File: src/rtl/regfile_pkg.sv
// Shared types, default sizes and helpers for the multi-port register file.
package regfile_pkg;

    typedef enum logic {
        IDLE  = 1'b0,
        CLEAR = 1'b1
    } clr_state_e;

    localparam int DEF_DATA_W = 8;
    localparam int DEF_DEPTH  = 32;
    localparam int DEF_NUM_RD = 4;

    // True when an address names a real entry; DEPTH need not be a power of two.
    function automatic logic addr_in_range(input int unsigned addr, input int unsigned depth);
        return addr < depth;
    endfunction

endpackage

File: src/rtl/regfile_clr_seq.sv
// Soft-clear sequencer: sweeps every entry once, one per cycle, after clr_req.
module regfile_clr_seq
    import regfile_pkg::*;
#(
    parameter int DEPTH = DEF_DEPTH,
    localparam int ADDR_W = $clog2(DEPTH)
) (
    input  logic              clk,
    input  logic              rst,
    input  logic              clr_req,
    output logic              busy,
    output logic              clr_we,
    output logic [ADDR_W-1:0] clr_addr
);

    localparam logic [ADDR_W-1:0] LAST = ADDR_W'(DEPTH - 1);

    clr_state_e        state;
    clr_state_e        state_next;
    logic [ADDR_W-1:0] cnt;
    logic [ADDR_W-1:0] cnt_next;

    // State and sweep counter registers; reset aborts any sweep in progress.
    always_ff @(posedge clk or posedge rst) begin
        if (rst) begin
            state <= IDLE;
            cnt   <= '0;
        end else begin
            state <= state_next;
            cnt   <= cnt_next;
        end
    end

    // Next state: start on clr_req, zero one entry per cycle, stop after the last.
    always_comb begin
        state_next = state;
        cnt_next   = cnt;
        clr_we     = 1'b0;
        case (state)
            IDLE: begin
                if (clr_req) begin
                    state_next = CLEAR;
                    cnt_next   = '0;
                end
            end
            CLEAR: begin
                clr_we = 1'b1;
                if (cnt == LAST) begin
                    state_next = IDLE;
                    cnt_next   = '0;
                end else begin
                    cnt_next = cnt + 1'b1;
                end
            end
            default: begin
                state_next = IDLE;
                cnt_next   = '0;
            end
        endcase
    end

    assign busy     = (state == CLEAR);
    assign clr_addr = cnt;

endmodule

File: src/rtl/multiport_regfile.sv
// Multi-port register file: one write port, NUM_RD registered read ports,
// sequenced soft clear. Define REGFILE_BYPASS_EN to forward a same-cycle
// accepted write to reads of the same address; otherwise reads see the old value.
module multiport_regfile
    import regfile_pkg::*;
#(
    parameter int DATA_W = DEF_DATA_W,
    parameter int DEPTH  = DEF_DEPTH,
    parameter int NUM_RD = DEF_NUM_RD,
    localparam int ADDR_W = $clog2(DEPTH)
) (
    input  logic                     clk,
    input  logic                     rst,
    input  logic                     wr_en,
    input  logic [ADDR_W-1:0]        wr_addr,
    input  logic [DATA_W-1:0]        wr_data,
    input  logic [NUM_RD-1:0]        rd_en,
    input  logic [NUM_RD*ADDR_W-1:0] rd_addr,
    output logic [NUM_RD*DATA_W-1:0] rd_data,
    output logic [NUM_RD-1:0]        rd_valid,
    input  logic                     clr_req,
    output logic                     busy,
    output logic                     wr_err
);

    logic [DATA_W-1:0] mem [DEPTH];
    logic              clr_we;
    logic [ADDR_W-1:0] clr_addr;
    logic              wr_ok;

    regfile_clr_seq #(
        .DEPTH(DEPTH)
    ) u_clr_seq (
        .clk     (clk),
        .rst     (rst),
        .clr_req (clr_req),
        .busy    (busy),
        .clr_we  (clr_we),
        .clr_addr(clr_addr)
    );

    // A user write lands only in IDLE, in range, and not in the cycle a clear starts.
    assign wr_ok = wr_en && addr_in_range(32'(wr_addr), unsigned'(DEPTH)) && !busy && !clr_req;

    // Storage: the clear sweep has priority over user writes.
    always_ff @(posedge clk or posedge rst) begin
        if (rst) begin
            for (int i = 0; i < DEPTH; i++) begin
                mem[i] <= '0;
            end
        end else if (clr_we) begin
            mem[clr_addr] <= '0;
        end else if (wr_ok) begin
            mem[wr_addr] <= wr_data;
        end
    end

    // Rejected writes report one cycle later.
    always_ff @(posedge clk or posedge rst) begin
        if (rst) begin
            wr_err <= 1'b0;
        end else begin
            wr_err <= wr_en && !wr_ok;
        end
    end

    for (genvar p = 0; p < NUM_RD; p++) begin : g_rd
        logic [ADDR_W-1:0] addr;
        logic [DATA_W-1:0] data_next;
        logic [DATA_W-1:0] data_q;
        logic              valid_q;

        assign addr = rd_addr[p*ADDR_W +: ADDR_W];

        // Select the read value: out-of-range reads give zero, optional forwarding.
        always_comb begin
            data_next = '0;
            if (addr_in_range(32'(addr), unsigned'(DEPTH))) begin
                data_next = mem[addr];
`ifdef REGFILE_BYPASS_EN
                if (wr_ok && (wr_addr == addr)) begin
                    data_next = wr_data;
                end
`endif
            end
        end

        // Read port register: data holds while rd_en is low, valid follows rd_en.
        always_ff @(posedge clk or posedge rst) begin
            if (rst) begin
                data_q  <= '0;
                valid_q <= 1'b0;
            end else begin
                valid_q <= rd_en[p];
                if (rd_en[p]) begin
                    data_q <= data_next;
                end
            end
        end

        assign rd_data[p*DATA_W +: DATA_W] = data_q;
        assign rd_valid[p]                 = valid_q;
    end

endmodule

File: config.mk
export PLATFORM = sky130hd
export DESIGN_NAME = multiport_regfile
export DESIGN_NICKNAME = d
export VERILOG_FILES = /design/src/rtl/regfile_pkg.sv /design/src/rtl/regfile_clr_seq.sv /design/src/rtl/multiport_regfile.sv
export SDC_FILE = /design/constraint.sdc
export NUM_CORES = 1
export LEC_CHECK = 0
export ABC_AREA = 1
export CAP_MARGIN = 20
export CORE_MARGIN = 2
export CORE_UTILIZATION = 40
export CTS_BUF_LIST = sky130_fd_sc_hd__clkbuf_8
export CTS_CLUSTER_DIAMETER = 150
export DETAILED_ROUTE_END_ITERATION = 8
export PLACE_DENSITY = 0.66
export SLEW_MARGIN = 20
export SYNTH_ARGS = -nofsm -noshare
export SYNTH_HDL_FRONTEND = slang
export SYNTH_HIERARCHICAL = 1
export SYNTH_SLANG_ARGS = --single-unit
File: constraint.sdc
create_clock -name clk -period 28.1 [get_ports clk]
set_input_delay 2.81 -clock clk [delete_from_list [all_inputs] [get_ports clk]]
set_output_delay 2.81 -clock clk [all_outputs]
set_load 0.02 [all_outputs]
# Word-level counts from Yosys, hierarchy flattened
# Cells that the tools add are included.
[word_totals] ff_bits=299 inputBits=41 wordCells=98 out_inout_bits=38
[op_classes] n_eq_ne=2 add_sub_neg=1 n_lt_le_gt_ge=8 reduce_logical=9 bitwise_logic=9 muxes=26
[ops] cell="256-bit two-way mux" n=2
[ops] cell="256-bit AND" n=1
[ops] cell="256-bit bitwise mux" n=1
[ops] cell="256-bit NOT" n=1
[ops] cell="8-bit binary-select mux with 5-bit select" n=4
[ops] cell="8-bit demux with 5-bit select" n=2
[ops] cell="8-bit two-way mux" n=10
[ops] cell="6-bit >= comparator (second input constant)" n=6
[ops] cell="5-bit NOT with 6-bit output" n=6
[ops] cell="6-bit by 1-bit < comparator with 1-bit output (second input constant)" n=2
[ops] cell="5-bit two-way mux" n=2
[ops] cell="5-bit case mux with 2 select lines" n=1
[ops] cell="5-bit by 1-bit adder with 5-bit output (second input constant)" n=1
[ops] cell="5-bit equality test (second input constant)" n=1
[ops] cell="1-bit logical AND" n=5
[ops] cell="1-bit zero test" n=3
[ops] cell="1-bit two-way mux" n=3
[ops] cell="2-bit != test (second input constant)" n=1
[ops] cell="1-bit case mux with 2 select lines" n=1
[ops] cell="2-bit nonzero test" n=1
[ops] cell="1-bit NOT" n=1

# Depth between registers and ports, before layout
[depth] word_depth=8 ltp_mapped=11 mapped_depth_nobuf=9

# Cells and area by module
# Netlist, hierarchy kept.
[by_module_without_submodules] module="multiport_regfile" area_each_um2=21000.1 n_inst=1 seq_area_each_um2=7332.0 cells_each=3428
[by_module_without_submodules] module="regfile_clr_seq" area_each_um2=312.8 n_inst=1 seq_area_each_um2=150.1 cells_each=32

# Worst setup path after synthesis
# Ideal clock, no wire load.
[synth_timing] path_kind="in2reg" start="in wr_en" end="reg mem[112] (netlist bit)" n_path_buf=1 path_stages=8 slack_ns=23.994 t_required_ns=27.970 arrival_ns=3.976 setup_ns=0.130 path_cell_list="inv_1 -> nor2_1 -> nand2_2 -> nor4_4 -> nand2_1 -> clkbuf_1 -> nand3_1 -> o21ai_1"
[synth_between] elab_chain_len=3
[synth_lines] item="from (decl)" line="multiport_regfile.sv:14" rtl="input logic wr_en,"
[synth_lines] item="1-bit logical AND (2 in a row)" line="multiport_regfile.sv:43" rtl="assign wr_ok = wr_en && addr_in_range(32'(wr_addr), unsigned'(DEPTH)) && !busy && !clr_req;"
[synth_lines] item="2-bit nonzero test (no line)"
[synth_lines] item="to (signal, indexed assignment)" line="multiport_regfile.sv:54" rtl="mem[wr_addr] <= wr_data;"
[synth_lines] item="to (decl)" line="multiport_regfile.sv:26" rtl="logic [DATA_W-1:0] mem [DEPTH];"
# Every way passes these cells.
# A chain may end at the register's enable or synchronous reset.

# Final worst setup path
[layout_timing] start="in rd_addr[15]" end="reg g_rd[3].data_q[6]"
[layout_between] elab_chain_len=4
[layout_lines] item="from (decl)" line="multiport_regfile.sv:18" rtl="input logic [NUM_RD*ADDR_W-1:0] rd_addr,"
[layout_lines] item="5-bit NOT with 6-bit output (implied by the code)" line="multiport_regfile.sv:79" rtl="data_next = mem[addr];"
[layout_lines] item="8-bit binary-select mux with 5-bit select" line="multiport_regfile.sv:79"
[layout_lines] item="8-bit two-way mux (implied by the code) (2 in a row)" line="multiport_regfile.sv:79"
[layout_lines] item="to (signal assigned)" line="multiport_regfile.sv:96" rtl="data_q <= data_next;"
[layout_lines] item="to (decl)" line="multiport_regfile.sv:70" rtl="logic [DATA_W-1:0] data_q;"
# Every way passes these cells. The select of a mux whose other input is x is not followed.

==> results by group <==
Outcome
  – Outcome: finished clean

Clock network
  – Post-cts gate resize count: 0
  – Clock sink count: 299
  – Worst-Skew Late Latency: 0.68 ns
  – H-tree depth: 2
  – CTS max path bufs: 3
  – CTS tree: yes
  – CTS root buffer: clkbuf_8
  – Worst-path clk slew: 0.06 ns
  – # Post-CTS Setup Buffers: 0
  – TritonCTS Buffers: 55
  – Hold-fix buffer count after cts: 0

GRT
  – Largest net degree at the start of global routing: 94
  – GRT Total Usage: 0.350
  – Antenna violations before repair: 4
  – Vias in the first global route: 22019
  – First-pass GRT wire length: 147 mm
  – Top Usage Layer GRT: met2
  – Met3 GRT Util: 0.0912
  – Grt met1 use: 0.476
  – GR Layer Usage met2: 0.504
  – Remaining Overflow, GRT: 0

Synthesis
  – Synth area leaders: dfrtp_1, nand3_1, nand2_1
  – Synth area leader: dfrtp_1
  – Mapped Cells: 3460
  – Post-synthesis instance area: 0.0213 mm2
  – Syn Nets: 3504
  – Seq/Total Area, Yosys: 0.351
  – Synth warnings: 6
  – Share of the synthesized area in the top cell type: 0.351
  – Netlist cell types: 23
  – Seq cells post-synth: 299
  – Synthesized area per cell: 6.16 um2

Worst setup path
  – Crit path capture type: flop
  – CP startpoint kind: input pin
  – CP max-delay cell: buf_4
  – Worst R2R Start: u_clr_seq/busy$_DFF_PP0_
  – Crit path from: rd_addr[15]
  – Worst EP arrival: 5.81 ns
  – Crit-path max FO: 73
  – Critical Path RT: 28.69 ns
  – Crit-path cells: buf_4 > inv_4 > buf_4 > nand2_1 > nand3_1 > nand3_1 > nand2_1 > nand2_1 > nand3_1 > nand3_1 > nand2_1
  – Worst Setup Path Type: input pin to flop
  – Max stage delay on crit path: 0.85 ns

Route
  – Vias per cell: 6.15
  – Routed WL: 99.1 mm
  – DR WL/cell: 24.2 um
  – Post-route ant nets: 0
  – Vias: 25139
  – DR iter-0 viols: 4070
  – Drt pass-1 iters: 7
  – # DRC: 0

Placement
  – RePlAce Congestion: 1.02
  – Cell Area, Placed: 0.0221 mm2
  – Number of buffers added on ports: 78
  – Placed Cells incl. Taps: 3989
  – Detail Placement HPWL: 62.6 mm
  – Post-place setup slack: 22.27 ns

STA
  – Max Slew Vio Count: 0
  – Tmin final: 5.22 ns
  – Final hold violation count: 0
  – Tcrit/Tclk final: 0.186
  – RSZ-0062 raised after global routing: no
  – Clk_skew: 0.0328 ns
  – Final setup viols: 0
  – Fin worst setup slack: 22.88 ns
  – Measured slew at the worst slew-check pin: 1.19 ns
  – F_max: 0.192 GHz
  – Relative slew slack: 0.203
  – Sum Neg Setup Slack: 0 ns

Die
  – Placeable Area: 0.0527 mm2
  – FP Rows: 84
  – IO Pins: 79
  – Starting density of the core: 0.405
  – Die width: 235 um
  – Total Die Area: 0.0551 mm2
  – Die Height: 235 um

Min path
  – Worst Hold Launch: g_rd[3].data_q[2]$_DFFE_PP0P_
  – Min-delay worst type: flop to flop

Finish
  – Design Area, Final: 0.0233 mm2
  – Area grow syn2layout: 9.22%
  – Share of post-route cells with drive strength above 1: 0.0447
  – Final nets: 3402
  – Post-Layout Cell Count: 4089
  – Share of the core filled with cells: 0.442
  – Commonest cells after routing, fill and taps aside: nand2_1, nand3_1, dfrtp_1
  – Commonest non-fill, non-tap cell in the layout: nand2_1

Run
  – Max-cap violations: 0

Power
  – Power Density: 50.5 mW/mm2
  – LEAKAGE: 10.0 nW
  – VDD IR-drop max: 0.0000284 V
==> cells by family after synthesis <==
kind of cell	share of synthesized area
AOI/OAI and AO/OA	0.0623
adders and majority gates	0.00176
buffers and inverters	0.0596
DFF	0.351
and+or+nand+nor	0.525
==> synthesized netlist by cell type, drive strengths merged <==
| cell | instances |
|---|---|
| o21ai | 256 |
| nor4 | 4 |
| a21oi | 3 |
| nor2 | 5 |
| o31ai | 1 |
| buf | 51 |
| clkbuf | 222 |
| nand4 | 1 |
| inv | 55 |
| dfrtp | 299 |
| ha | 3 |
| nor3 | 14 |
| a22o | 2 |
| nand3 | 1128 |
| nand2 | 1416 |
==> layout make-up <==
type / count / area (um2)
Fill cell: 5539 / 29400
Timing Repair Buffer: 114 / 1010
Clock buffer: 65 / 895
Tap cell: 688 / 861
Clock inverter: 34 / 241
Multi-Input combinational cell: 2833 / 12600
Sequential cell: 299 / 7480
Inverter: 55 / 224
Antenna cell: 1 / 2.50
==> metrics by stage <==
stage / hold WS [ns] / total power, W
CTS: 0.487 / 0.00117
floorplan: 0.541 / 0.000612
global placement: 0.467 / 0.000726
detailed placement: 0.472 / 0.000727
finish: 0.481 / 0.00118
global route: 0.503 / 0.00121
==> state kept, by name (all words and copies together), names as in the netlist <==
name and flops:
mem 256, g_rd.data_q 32, u_clr_seq/clr_addr 5, g_rd.valid_q 4, u_clr_seq/busy 1, wr_err 1
==> final timing paths <==
path	end	slack [ns]	cells past startpoint
setup / recovery	g_rd[3].data_q[6]$_DFFE_PP0P_	22.88	11
hold / removal	g_rd[3].data_q[2]$_DFFE_PP0P_	0.48	2
setup reg to reg	mem[30]$_DFFE_PP0P_	25.01	6
hold reg to reg	g_rd[3].data_q[2]$_DFFE_PP0P_	0.48	2
max in group asynchronous	g_rd[1].data_q[5]$_DFFE_PP0P_	23.02	4
min in group asynchronous	u_clr_seq/busy$_DFF_PP0_	2.54	2
==> where the power goes <==
part	internal (W)	total, W	switching (W)	leakage [nW]
sequential	0.000443	0.000469	0.0000267	4.11
combinational	0.0000606	0.000262	0.000201	5.21
clock	0.000245	0.000445	0.000200	0.674
==> worst max-delay path, delay by kind of cell <==
kind | cells | cell delay [ns]
buf+inv | 3 | 1.79
simple gates | 8 | 1.13
==> routing by layer <==
layer	wire [um]	vias up
met5	39	-
met2	41400	1855
met1	38400	11568
met3	12800	340
li1	-	11370
met4	6420	6
No activity file was read; power rests on OpenSTA's default activity.
